## config.mk

```make
export PLATFORM = sky130hd
export DESIGN_NAME = wbuffer_ctrl
export DESIGN_NICKNAME = d
export VERILOG_FILES = /design/src/rtl/wbuffer_ctrl_pkg.sv /design/src/rtl/wbuffer_fwd.sv /design/src/rtl/wbuffer_ctrl.sv
export SDC_FILE = /design/constraint.sdc
export NUM_CORES = 1
export LEC_CHECK = 0
export BUFFER_PORTS_ARGS = -buffer_cell sky130_fd_sc_hd__buf_4
export CORE_MARGIN = 5
export CORE_UTILIZATION = 40
export DETAILED_ROUTE_END_ITERATION = 6
export RECOVER_POWER = 100
export SLEW_MARGIN = 5
export SYNTH_ARGS = -nofsm -noshare
export SYNTH_HDL_FRONTEND = slang
export SYNTH_SLANG_ARGS = --single-unit
```

## constraint.sdc

```tcl
create_clock -name clk -period 15.45 [get_ports clk]
set_input_delay 0.7725 -clock clk [delete_from_list [all_inputs] [get_ports clk]]
set_output_delay 0.7725 -clock clk [all_outputs]
set_load 0.02 [all_outputs]
```

## src/rtl/wbuffer_ctrl_pkg.sv

```systemverilog
// Types and helpers for the store write buffer: request/response structs, entry
// layout, drain FSM states and byte-mask helpers. Load forwarding is optional and
// enabled by defining WBUF_FWD_EN.
package wbuffer_ctrl_pkg;

    localparam int ROB_W = 6;

    typedef enum logic [1:0] {MSIZE1 = 2'd0, MSIZE2 = 2'd1, MSIZE4 = 2'd2, MSIZE8 = 2'd3} msize_t;

    typedef struct packed {
        logic             valid;
        msize_t           msize;
        logic [63:0]      addr;
        logic [63:0]      data;
        logic [ROB_W-1:0] rob_addr;
    } wbuffer_wreq_t;

    typedef struct packed {
        logic             valid;
        logic [ROB_W-1:0] rob_addr;
    } wbuffer_creq_t;

    // Store data is right-justified: data byte 0 belongs to byte address addr.
    typedef struct packed {
        msize_t           msize;
        logic [63:0]      addr;
        logic [63:0]      data;
        logic [ROB_W-1:0] rob_addr;
    } wbuffer_entry_t;

    typedef struct packed {
        logic        valid;
        msize_t      msize;
        logic [63:0] addr;
    } wbuffer_rreq_t;

    typedef struct packed {
        logic        hit;
        logic        stall;
        logic [63:0] data;
    } wbuffer_rresp_t;

    typedef enum logic [1:0] {IDLE = 2'd0, ISSUE = 2'd1, WAIT = 2'd2} wbuf_state_t;

    function automatic logic [3:0] msize_bytes(msize_t msize);
        return 4'd1 << msize;
    endfunction

    // Byte lanes touched within the 8-byte word; lanes past byte 7 are dropped.
    function automatic logic [7:0] msize2mask(msize_t msize, logic [2:0] off);
        logic [7:0] base;
        case (msize)
            MSIZE1:  base = 8'h01;
            MSIZE2:  base = 8'h03;
            MSIZE4:  base = 8'h0F;
            default: base = 8'hFF;
        endcase
        return base << off;
    endfunction

    // True when a misaligned access runs past the end of its 8-byte word.
    function automatic logic mspill(msize_t msize, logic [2:0] off);
        return ({1'b0, off} + msize_bytes(msize)) > 4'd8;
    endfunction

    function automatic logic [63:0] msize2dmask(msize_t msize);
        case (msize)
            MSIZE1:  return 64'h0000_0000_0000_00FF;
            MSIZE2:  return 64'h0000_0000_0000_FFFF;
            MSIZE4:  return 64'h0000_0000_FFFF_FFFF;
            default: return 64'hFFFF_FFFF_FFFF_FFFF;
        endcase
    endfunction

endpackage

```

## src/rtl/wbuffer_fwd.sv

```systemverilog
// Load-forwarding scan for the write buffer (used only when WBUF_FWD_EN is defined).
// Walks valid entries youngest first; the first same-word entry that overlaps the
// load decides the answer: full cover forwards data, partial overlap stalls.
module wbuffer_fwd
    import wbuffer_ctrl_pkg::*;
#(
    parameter int DEPTH = 8
) (
    input  wbuffer_entry_t               entries_i [DEPTH],
    input  logic [DEPTH-1:0]             valid_i,
    input  logic [$clog2(DEPTH)-1:0]     tail_idx_i,
    input  wbuffer_rreq_t                rreq_i,
    output wbuffer_rresp_t               rresp_o
);
    localparam int IDX_W = $clog2(DEPTH);

    logic [IDX_W-1:0] idx;
    logic [7:0]       lmask;
    logic [7:0]       smask;
    logic             lspill;
    logic             found;
    logic [2:0]       shift;

    // Youngest-first priority scan starting just below the tail.
    always_comb begin
        rresp_o = '0;
        found   = 1'b0;
        idx     = '0;
        smask   = '0;
        shift   = '0;
        lmask   = msize2mask(rreq_i.msize, rreq_i.addr[2:0]);
        lspill  = mspill(rreq_i.msize, rreq_i.addr[2:0]);
        for (int k = 0; k < DEPTH; k++) begin
            idx   = tail_idx_i - IDX_W'(k + 1);
            smask = msize2mask(entries_i[idx].msize, entries_i[idx].addr[2:0]);
            if (!found && rreq_i.valid && valid_i[idx] &&
                entries_i[idx].addr[63:3] == rreq_i.addr[63:3] && (smask & lmask) != 8'h00) begin
                found = 1'b1;
                if (!lspill && (lmask & ~smask) == 8'h00) begin
                    shift         = rreq_i.addr[2:0] - entries_i[idx].addr[2:0];
                    rresp_o.hit   = 1'b1;
                    rresp_o.data  = (entries_i[idx].data >> {shift, 3'b000}) & msize2dmask(rreq_i.msize);
                end else begin
                    rresp_o.stall = 1'b1;
                end
            end
        end
    end

endmodule

```

## src/rtl/wbuffer_ctrl.sv

```systemverilog
// Store write buffer between commit and the D-cache. Stores enter in program order,
// are marked committed by the ROB, and committed stores drain one at a time.
// Flush drops everything not yet committed. Define WBUF_FWD_EN for exact load
// forwarding; otherwise any same-word match conservatively stalls the load.
module wbuffer_ctrl
    import wbuffer_ctrl_pkg::*;
#(
    parameter int DEPTH = 8
) (
    input  logic           clk,
    input  logic           resetn,
    input  wbuffer_wreq_t  wreq,
    output logic           wreq_ready,
    input  wbuffer_creq_t  creq,
    input  logic           flush,
    input  wbuffer_rreq_t  rreq,
    output wbuffer_rresp_t rresp,
    output logic           dreq_valid,
    output logic [63:0]    dreq_addr,
    output logic [63:0]    dreq_data,
    output msize_t         dreq_msize,
    input  logic           dreq_ready,
    input  logic           dresp_valid,
    output logic           empty,
    output logic           commit_err,
    output wbuf_state_t    dbg_state_o
);
    localparam int PTR_W = $clog2(DEPTH) + 1;
    localparam int IDX_W = PTR_W - 1;

    wbuffer_entry_t   mem_q [DEPTH];
    logic [DEPTH-1:0] committed_q;
    logic [PTR_W-1:0] head_q, head_d, cptr_q, cptr_d, tail_q, tail_d;
    logic [PTR_W-1:0] count;
    logic             commit_err_q, commit_err_d;
    wbuf_state_t      state_q;
    logic             dreq_valid_q;
    logic             full, push, pop, commit_ok;
    logic [IDX_W-1:0] rel;
    logic [DEPTH-1:0] valid_mask;

    // Ring status: wrap bits differ with equal indices means full.
    assign count      = tail_q - head_q;
    assign full       = (head_q[PTR_W-1] != tail_q[PTR_W-1]) && (head_q[IDX_W-1:0] == tail_q[IDX_W-1:0]);
    assign empty      = (head_q == tail_q);
    assign wreq_ready = !full && !flush;
    assign push       = wreq.valid && wreq_ready;
    assign pop        = (state_q == WAIT) && dresp_valid;
    assign commit_ok  = creq.valid && (cptr_q != tail_q) &&
                        (mem_q[cptr_q[IDX_W-1:0]].rob_addr == creq.rob_addr);

    // Next pointers; flush rewinds the tail after this cycle's commit lands.
    always_comb begin
        head_d       = head_q + PTR_W'(pop);
        cptr_d       = cptr_q + PTR_W'(commit_ok);
        tail_d       = flush ? cptr_d : tail_q + PTR_W'(push);
        commit_err_d = commit_err_q | (creq.valid && !commit_ok);
    end

    // Pointer, commit-bit and sticky error state.
    always_ff @(posedge clk or negedge resetn) begin
        if (!resetn) begin
            head_q       <= '0;
            cptr_q       <= '0;
            tail_q       <= '0;
            committed_q  <= '0;
            commit_err_q <= 1'b0;
        end else begin
            head_q       <= head_d;
            cptr_q       <= cptr_d;
            tail_q       <= tail_d;
            commit_err_q <= commit_err_d;
            if (pop)       committed_q[head_q[IDX_W-1:0]] <= 1'b0;
            if (push)      committed_q[tail_q[IDX_W-1:0]] <= 1'b0;
            if (commit_ok) committed_q[cptr_q[IDX_W-1:0]] <= 1'b1;
        end
    end

    // Entry payload storage; written only on enqueue, so no reset needed.
    always_ff @(posedge clk) begin
        if (push) begin
            mem_q[tail_q[IDX_W-1:0]] <= '{msize: wreq.msize, addr: wreq.addr,
                                          data: wreq.data, rob_addr: wreq.rob_addr};
        end
    end

    // Drain FSM: one committed store at a time, dreq_valid registered.
    always_ff @(posedge clk or negedge resetn) begin
        if (!resetn) begin
            state_q      <= IDLE;
            dreq_valid_q <= 1'b0;
        end else begin
            case (state_q)
                IDLE: begin
                    if (head_q != cptr_q && committed_q[head_q[IDX_W-1:0]]) begin
                        state_q      <= ISSUE;
                        dreq_valid_q <= 1'b1;
                    end
                end
                ISSUE: begin
                    if (dreq_ready) begin
                        state_q      <= WAIT;
                        dreq_valid_q <= 1'b0;
                    end
                end
                WAIT: begin
                    if (dresp_valid) state_q <= IDLE;
                end
                default: begin
                    state_q      <= IDLE;
                    dreq_valid_q <= 1'b0;
                end
            endcase
        end
    end

    assign dreq_valid  = dreq_valid_q;
    assign dreq_addr   = mem_q[head_q[IDX_W-1:0]].addr;
    assign dreq_data   = mem_q[head_q[IDX_W-1:0]].data;
    assign dreq_msize  = mem_q[head_q[IDX_W-1:0]].msize;
    assign commit_err  = commit_err_q;
    assign dbg_state_o = state_q;

    // Occupied-slot mask: slot i is live when its distance from head is below count.
    always_comb begin
        rel        = '0;
        valid_mask = '0;
        for (int i = 0; i < DEPTH; i++) begin
            rel           = IDX_W'(i) - head_q[IDX_W-1:0];
            valid_mask[i] = ({1'b0, rel} < count);
        end
    end

`ifdef WBUF_FWD_EN
    wbuffer_fwd #(.DEPTH(DEPTH)) u_fwd (
        .entries_i  (mem_q),
        .valid_i    (valid_mask),
        .tail_idx_i (tail_q[IDX_W-1:0]),
        .rreq_i     (rreq),
        .rresp_o    (rresp)
    );
`else
    logic unused_rreq_bits;
    assign unused_rreq_bits = ^{rreq.msize, rreq.addr[2:0]};

    // Conservative lookup: any live store to the same 8-byte word stalls the load.
    always_comb begin
        rresp = '0;
        for (int i = 0; i < DEPTH; i++) begin
            if (rreq.valid && valid_mask[i] && mem_q[i].addr[63:3] == rreq.addr[63:3])
                rresp.stall = 1'b1;
        end
    end
`endif

endmodule
```

# == After elaboration in Yosys (flattened, before gate mapping) ==
# Memory sizes are Yosys's and may differ from the RTL's.
# Index checks and enable logic that the tools add are counted.
# classes
reduce_logical,33
addsub,12
bitwise,7
n_eq_ne,19
n_lt_le_gt_ge,14
muxes,29
# ops
op,n
== test 61 bit,8
less-than comparator 3 x 4 -> 1 bit,8
logical AND 1 bit,27
2-to-1 mux 8 bit,3
AND 8 bit,2
2-to-1 mux 1 bit,16
NOT 8 bit,2
adder 4 x 1 -> 4 bit,3
"less-than comparator 3 x 4 -> 1 bit, second input constant",3
"subtractor 3 bit, first input constant",4
demux 1 bit (select 3 bit),3
">= comparator 3 x 1 -> 1 bit, second input constant",3
inequality test 4 bit,2
OR 8 bit,1
== test 6 bit,1
2-to-1 mux 2 bit,3
"inequality test 2 bit, second input constant",3
one-hot mux 2 bit (3 select lines),1
AND reduction 3 bit,2
"subtractor 1 x 3 -> 3 bit, first input constant",2
"subtractor 2 x 3 -> 3 bit, first input constant",2
== test 4 bit,1
2-to-1 mux 4 bit,1
subtractor 4 bit,1
other kinds (10),12
# word_totals
mem_count,1
ram_bits,1088
ff_bits,24
inputBits,216
out_inout_bits,202
# memory_table
memory,words,word_bits,rd,rd_ports_with_merged_regs,write_ports,line,rtl
mem_q,8,136,10,0,1,wbuffer_ctrl.sv:31,wbuffer_entry_t mem_q [DEPTH];

# == Depth between registers and ports, before layout ==
# Gate-level depths: netlist of the first run.
# logic_depth
ltp_word,12
depth_mapped,14
depth_no_buf,12

# == Worst setup path before layout of the first run ==
# OpenSTA, ideal clock, no wires.
# synth_path
kind,reg2reg
startpoint,register head_q[1]
endpoint,register committed_q[0]
setup_ps,139
arrival_time_ps,12802
slack_ps,2508
stages_incl_launch_ff,12
path_cell_list,dfrtp_1 > clkbuf_1 > clkbuf_1 > clkbuf_1 > inv_1 > ha_1 > a41oi_1 > and2_1 > nand2_1 > nor3_1 > nand3b_1 > o41ai_2
# synth_between
elab_cells_between_ends,17
cone_classes,order compare: 2; eq/ne: 1; mux: 5; bitwise: 4; reduce/logical: 5
# synth_lines
element,line,rtl
from (decl),wbuffer_ctrl.sv:33,"logic [PTR_W-1:0] head_q, head_d, cptr_q, cptr_d, tail_q, tail_d;"
== test 3 bit (*),wbuffer_ctrl.sv:44,assign full = (head_q[PTR_W-1] != tail_q[PTR_W-1]) && (head_q[IDX_W-1:0] == tail_q[IDX_W-1:0]);
logical AND 1 bit (*),wbuffer_ctrl.sv:44,
zero test 1 bit (*),wbuffer_ctrl.sv:46,assign wreq_ready = !full && !flush;
logical AND 1 bit (*),wbuffer_ctrl.sv:46,
via wreq_ready,wbuffer_ctrl.sv:13,"output logic wreq_ready,"
logical AND 1 bit (*),wbuffer_ctrl.sv:47,assign push = wreq.valid && wreq_ready;
2-to-1 mux 8 bit (*),wbuffer_ctrl.sv:74,if (push) committed_q[tail_q[IDX_W-1:0]] <= 1'b0;
OR 8 bit (no line),n/a,
2-to-1 mux 8 bit (*),wbuffer_ctrl.sv:75,if (commit_ok) committed_q[cptr_q[IDX_W-1:0]] <= 1'b1;
"to (signal, indexed assignment)",wbuffer_ctrl.sv:73,if (pop) committed_q[head_q[IDX_W-1:0]] <= 1'b0;
"to (signal, indexed assignment)",wbuffer_ctrl.sv:74,
"to (signal, indexed assignment)",wbuffer_ctrl.sv:75,
to (decl),wbuffer_ctrl.sv:32,logic [DEPTH-1:0] committed_q;
# The timed path passes the listed nets; every way through them passes the cells marked *.
# A chain may end at the register's enable or synchronous reset.

# == Final worst setup path of the first run ==
# layout_path
startpoint,register head_q[0]
endpoint,memory mem_q[1][133] (netlist bit) (enable)
# layout_between
elab_chain_cells,7
# layout_lines
element,line,rtl
== test 3 bit,wbuffer_ctrl.sv:44,
logical AND 1 bit,wbuffer_ctrl.sv:44,
zero test 1 bit,wbuffer_ctrl.sv:46,
logical AND 1 bit,wbuffer_ctrl.sv:46,
logical AND 1 bit,wbuffer_ctrl.sv:47,
2-to-1 mux 1 bit,wbuffer_ctrl.sv:81,if (push) begin
2-to-1 mux 1 bit (not written as such),wbuffer_ctrl.sv:82,"mem_q[tail_q[IDX_W-1:0]] <= '{msize: wreq.msize, addr: wreq.addr,"
to (decl),wbuffer_ctrl.sv:31,
# No other way between the ends.

==> results of run 1 <==
## stage by stage
step | worst slack, ps | total power, uW | std cells | util
6_report | 5320 | 9193 | 4915 | 0.4562
4_1_cts | 9203 | 9582 | 4892 | 0.4655
5_1_grt | 4620 | 9627 | 4894 | 0.4558
3_3_place_gp | 9208 | 6842 | 4681 | 0.4350
3_5_place_dp | 9213 | 6851 | 4681 | 0.4350
2_1_floorplan | 2508 | 5571 | 2897 | -
## power groups by stage
| stage | registers (uW) | logic [uW] | clock network [uW] |
|---|---|---|---|
| after floorplan | 3550 | 2020 | 0 |
| after global placement | 3620 | 3220 | 0 |
| after detailed placement | 3630 | 3220 | 0 |
| after CTS | 3570 | 3230 | 2780 |
| after global routing | 3580 | 3130 | 2910 |
| final | 3570 | 2910 | 2720 |
## critical path: stages, from the launching register on
cell and delay (ps):
dfrtp_1 2140, inv_1 370, ha_1 450, a41oi_1 200, and2_0 210, nand2_1 200
nor3_1 270, clkbuf_1 2970, clkbuf_1 2770
## Yosys cell counts (14+ instances only)
cell | number | share of area
edfxtp_1 | 1088 | 0.67
nand2_1 | 412 | 0.032
xor2_1 | 372 | 0.067
mux4_2 | 267 | 0.12
xnor2_1 | 140 | 0.025
clkbuf_1 | 110 | 0.0085
nor4_1 | 92 | 0.012
buf_4 | 66 | 0.010
nand4_1 | 57 | 0.0073
buf_1 | 24 | 0.0019
dfrtp_1 | 24 | 0.012
buf_2 | 21 | 0.0022
nor2_1 | 20 | 0.0015
ha_1 | 19 | 0.0049
nor3_1 | 16 | 0.0016
inv_1 | 15 | 0.0012
o21ai_0 | 14 | 0.0014
## registers in the layout, summed over array words and instances (netlist names)
signal and count:
head_q 4, dbg_state_o 2, tail_q 4, mem_q 1088
cptr_q 4, committed_q 8, dreq_valid 1, commit_err 1
## cells by family after synthesis
logic type,Yosys count
muxes,282
and+or+nand+nor,613
buffers and inverters,241
AOI/OAI and AO/OA,50
xor gates and xnor gates,512
other,1
DFF,1112
adders and majority gates,22
## metal layers
layer / global-route usage / wire [um] / vias up
li1: - / - / 11429
met1: 0.3072 / 58200 / 13912
met2: 0.3547 / 68330 / 1244
met3: 0.06311 / 15340 / 274
met4: 0.08196 / 5889 / 26
met5: 0 / 161 / -
## cell usage in the layout (no fill, tap or decap), drive strengths merged, types with 6 or more instances in the layout
cell,count
buf,92
bufinv,7
clkbuf,442
clkinv,47
conb,65
dfrtp,24
diode,23
edfxtp,1088
ha,19
inv,21
mux2i,9
mux4,271
nand2,412
nand3,9
nand4,58
nor2,20
nor3,17
nor4,92
o211ai,6
o21ai,14
xnor2,140
xor2,372
## area by class of cell
| type | instances | area, sq um |
|---|---|---|
| Antenna cell | 23 | 57.56 |
| Inverter | 17 | 68.82 |
| Multi-Input combinational cell | 1544 | 14350 |
| Tap cell | 1625 | 2033 |
| Timing Repair Buffer | 384 | 1831 |
| Sequential cell | 1112 | 33280 |
| Clock inverter | 59 | 529.3 |
| Clock buffer | 151 | 3161 |
| Fill cell | 10774 | 65920 |
## how the worst max path moves through the flow
stage                         start             end  slack, ps
final                     head_q[0]   mem_q[1][133]       5320
after global placement    head_q[2]    mem_q[2][20]       9210
after detailed placement  head_q[2]    mem_q[2][17]       9210
after floorplan           head_q[1]  committed_q[0]       2510
after global routing      head_q[0]   mem_q[1][133]       4620
after CTS                 head_q[2]    mem_q[2][14]       9200
==> run_results.csv, run 1 <==
group,metric,value,unit
yosys,synth_fa_ha_area_frac,0.005919,
timing,fmax,98.72,MHz
floorplanning,die_w,358.6,um
global_routing,grt_max_degree,128,
worst_hold_path,worstHoldStart,"dresp_valid",
worst_hold_path,whs_path_depth,2,
critical_path,critPathLaunchType,"flip-flop",
pwr,internal_power,6026,uW
critical_path,r2r-end,"mem_q[1][133]",
critical_path,crit_required,15660,ps
clock_network,clock_sinks,1112,
detailed_routing,routed-via-count,26885,
placement,port_buffers,347,
yosys,ys_seq_area_frac,0.6844,
timing,rsz0062_at_grt,"no",
floorplanning,core-area,0.1212,sq mm
global_routing,grt_pass1_wl,205500,um
detailed_routing,ant_nets,0,
detailed_routing,first_pass_iters,5,
yosys,ys_types,50,
pwr,p_leak,0.01810,uW
yosys,syn_area_per_cell,17.16,sq um
clock_network,cts_setup_buffers,0,
yosys,synth_top_family_by_area,"multiplexers",
placement,hpwl,98810,um
pwr,power.switching,3167,uW
critical_path,cp.arrival,10340,ps
timing,period_minus_slack,10130,ps
pwr,comb_power_share,0.316,
clock_network,clk_pin_slew,60,ps
critical_path,reg2reg_setup_slack,5320,ps
yosys,ys_ff_latch,1112,
worst_hold_path,min_path_type,"in2reg",
clock_network,hold_buffers,1,
run_status,violations,"capacitance limit, slew limit",
clock_network,cts_inserted_buffers,116,
yosys,synthXorXnorAreaFrac,0.09224,
yosys,synthFlopType,"edfxtp_1",
finish,fin_area,0.05531,sq mm
placement,placed_area,0.05274,sq mm
detailed_routing,drt_wl_total,147900,um
finish,layout.nets,3412,
clock_network,ctsResizeCount,0,
detailed_routing,drc,0,
global_routing,grt_pass1_vias,26810,
global_routing,antenna_found_initial,39,
yosys,syn_area,0.04862,sq mm
yosys,synthCells,2833,
yosys,synthesis.yosys.warnings,0,
flow_run,drv_cap,24,
clock_network,htreeDepth,3,
critical_path,regToRegStartpoint,"head_q[0]",
floorplanning,ios,418,
pwr,switching_share,0.3445,
yosys,muxShareOfSynthArea,0.1282,
floorplanning,die_h,358.6,um
timing,worstMarginPinSlew,4213,ps
timing,setup_tns,0,ps
finish,drive_above_1_share,0.1616,
detailed_routing,avgRoutedWirePerCell,30.09,um
timing,hold_viol,0,
critical_path,worstPathMaxFanout,50,
floorplanning,fp.dieArea,0.1286,sq mm
timing,holdWs,247.9,ps
floorplanning,start_util,0.4010,
yosys,synth_compound_area_frac,0.007927,
timing,skew,29.09,ps
critical_path,reg2reg_depth,8,
clock_network,cts.path.max_buffers,3,
floorplanning,rows,128,
global_routing,globalRoute.totalOverflow,0,
placement,place.gp.congestion,0.9931,
yosys,synth_edf_count,1088,
clock_network,cts_root_buf,"clkbuf_16",
pwr,p_per_area,166.2,mW/mm^2
clock_network,cts_tree,"yes",
timing,post-route-period-util,0.6556,
finish,area_growth,13.77,%
clock_network,insertion_delay,720,ps
yosys,synth-simple-area-share,0.05657,
worst_hold_path,worst_hold_path.endpoint,"dbg_state_o[1]",
pwr,vdd_ir_drop_max,130.1,uV
timing,setup_violations,0,
detailed_routing,viasPerCell,5.470,
global_routing,grtUsageTotal,0.2270,
critical_path,critical_path_class,"reg2reg",
critical_path,endpoint_kind,"flip-flop",
timing,finalMaxSlewViolations,926,
detailed_routing,dr.first_iter.drc_count,2906,
yosys,synth-async-reset-ratio,0.02158,
pwr,clockPowerShare,0.296,
pwr,p_seq_frac,0.388,
run_status,outcome,"complete, but fails checks",
timing,slew_headroom,-1.808,
Note: power is estimated with default switching activity, not from simulation.
==> run 2: changes to the inputs <==
==> constraint.sdc (replaced) <==
create_clock -name clk -period 9.3 [get_ports clk]
set_input_delay 0.465 -clock clk [delete_from_list [all_inputs] [get_ports clk]]
set_output_delay 0.465 -clock clk [all_outputs]
set_load 0.02 [all_outputs]
==> run 2 against run 1 <==
Compared with the run above: the run still ends with capacitance limit, slew limit left; clock power is 69% higher; largest cell class unchanged; final area grew 2.8%; largest power group unchanged; register-to-register slack got worse by 2800 ps; critical endpoint is now mem_q[0][20]; die area unchanged; utilization grew 1.3 points; global-route usage shrank 0.13 points; highest routed layer unchanged; flip-flop and latch count did not move; sequential power is 64% higher; clock skew grew 11 ps; maximum frequency increased by 50%.
==> run_results.csv, run 2 (same netlist as run 1, synthesis figures left out) <==
group,metric,value,unit
timing,post-route-period-util,0.7263,
timing,worstMarginPinSlew,3844,ps
finish,layout_common_cells,"edfxtp_1 (1088), nand2_1 (412), xor2_1 (372)",
critical_path,regToRegStartpoint,"head_q[0]",
timing,fmax,148.1,MHz
finish,drive_above_1_share,0.1646,
timing,rsz0062_at_grt,"no",
critical_path,worstPathMaxFanout,34,
global_routing,use_met2,0.3575,
pwr,switching_share,0.3459,
critical_path,cp.arrival,6990,ps
placement,place.gp.congestion,0.9871,
global_routing,antenna_found_initial,24,
clock_network,cts.path.max_buffers,3,
pwr,comb_power_share,0.322,
timing,period_minus_slack,6754,ps
detailed_routing,viasPerCell,5.445,
critical_path,startpoint,"head_q[0]",
global_routing,grt_util_met1,0.3093,
global_routing,grt_max_degree,123,
floorplanning,die_h,358.6,um
clock_network,htreeDepth,3,
timing,finalMaxSlewViolations,475,
critical_path,endpoint_kind,"flip-flop",
global_routing,use_met3,0.05139,
floorplanning,ios,418,
timing,skew,40.42,ps
clock_network,clk_pin_slew,60,ps
pwr,internal_power,10100,uW
critical_path,critical_path_class,"reg2reg",
detailed_routing,drc,0,
worst_hold_path,min_path_type,"in2reg",
finish,fillers,10630,
critical_path,critPathCapture,"mem_q[0][20]",
critical_path,r2r-end,"mem_q[0][20]",
floorplanning,fp.dieArea,0.1286,sq mm
finish,layout.nets,3551,
timing,slew_headroom,-1.563,
pwr,power,15450,uW
finish,largest_register_ffs,1088,
timing,setup_tns,0,ps
finish,utilization,0.4692,
pwr,p_leak,0.01878,uW
global_routing,grt_pass1_vias,27593,
clock_network,cts_root_buf,"clkbuf_16",
timing,hold_viol,0,
global_routing,globalRoute.totalOverflow,0,
global_routing,grt_pass1_wl,205500,um
placement,port_buffers,347,
finish,mostFrequentLayoutCell,"edfxtp_1",
placement,hpwl,97960,um
floorplanning,core-area,0.1212,sq mm
pwr,clockPowerShare,0.299,
critical_path,slowest_delay,2080,ps
pwr,p_seq_frac,0.379,
run_status,violations,"capacitance limit, slew limit",
detailed_routing,avgRoutedWirePerCell,29.24,um
critical_path,critPathLaunchType,"flip-flop",
pwr,power.switching,5343,uW
run_status,outcome,"complete, but fails checks",
detailed_routing,ant_nets,0,
detailed_routing,first_pass_iters,5,
placement,pre_cts_ws,4480,ps
global_routing,grt.busiest_layer,"met2",
pwr,vdd_ir_drop_max,256.2,uV
floorplanning,rows,128,
flow_run,drv_cap,12,
timing,setup_violations,0,
critical_path,crit_path_cell_trace,"inv_1, ha_1, a41oi_1, and2_0, nand2_1, nor3_4, clkbuf_1",
pwr,p_per_area,271.6,mW/mm^2
floorplanning,die_w,358.6,um
detailed_routing,drt_wl_total,147600,um
clock_network,cts_tree,"yes",
critical_path,reg2reg_setup_slack,2550,ps
clock_network,cts_inserted_buffers,117,
finish,area_growth,17.00,%
global_routing,grtUsageTotal,0.2257,
critical_path,crit_required,9530,ps
detailed_routing,dr.first_iter.drc_count,2929,
clock_network,insertion_delay,710,ps
timing,fin_ws,2546,ps
critical_path,slowest_stage,"clkbuf_1",
critical_path,reg2reg_depth,7,
detailed_routing,routed-via-count,27497,
floorplanning,start_util,0.4010,
clock_network,clock_sinks,1112,
-- run 2: worst min-delay path by stage --
| stage | startpoint | end | slack [ps] | depth (start not counted) |
|---|---|---|---|---|
| detailed placement | resetn | dreq_valid | 390 | 1 |
| CTS | wreq[91] | mem_q[4][91] | 5 | 1 |
| global placement | resetn | dreq_valid | 390 | 1 |
| floorplan | resetn | commit_err | 170 | 0 |
| finish | wreq[91] | mem_q[4][91] | 300 | 1 |
| global route | wreq[91] | mem_q[4][91] | 260 | 1 |
-- run 2: metal layers --
metal  wire (um)  part of all wire
met3       13830             0.094
met2       69000              0.47
met5         139           0.00094
met4        5621             0.038
met1       59040              0.40
-- run 2: per-stage QoR --
step,cell area [sq um],std cells,hold WS [ps]
2_1_floorplan,48870,2897,169.4
3_3_place_gp,52770,4680,391.4
3_5_place_dp,52770,4680,391.3
4_1_cts,57970,5040,4.758
5_1_grt,56860,5044,256.0
6_report,56880,5050,304.1
-- run 2: cell type report --
cell class              instances  area (sq um)  area share
flip-flops and latches       1112         33280      0.5851
inverters                      17         68.82    0.001210
clock inverters                83         733.2     0.01289
multi-input cells            1544         14390      0.2529
well taps                    1625          2033     0.03575
diodes                         10         25.02   0.0004400
clock buffers                 137          3065     0.05389
repair buffers                522          3287     0.05779
-- run 2: what timing repair did --
| action | 4_1_cts | 5_1_grt |
|---|---|---|
| gates resized for setup | 0 | 0 |
| hold buffers | 140 | 0 |
| endpoints found under the hold margin | 1100 | 0 |
| buffers inserted | 0 | 0 |
| endpoints found under the setup margin | 0 | 0 |
-- run 2: power groups by stage --
stage	Sequential, uW	Clock [uW]	Combinational, uW
after global placement	5950	0	5430
after global routing	5870	4930	5340
after detailed placement	5960	0	5440
final	5850	4610	4980
after CTS	5850	4710	5510
after floorplan	5880	0	3350
-- run 2: critical path, delay by kind of cell, from the launching register on --
kind / cells / cell delay [ps]
buffers and inverters: 2 / 2410
AND/OR/NAND/NOR: 3 / 1500
AO/OA/AOI/OAI: 1 / 200
adder cells (fa/ha/maj): 1 / 420
flip-flops: 1 / 1680
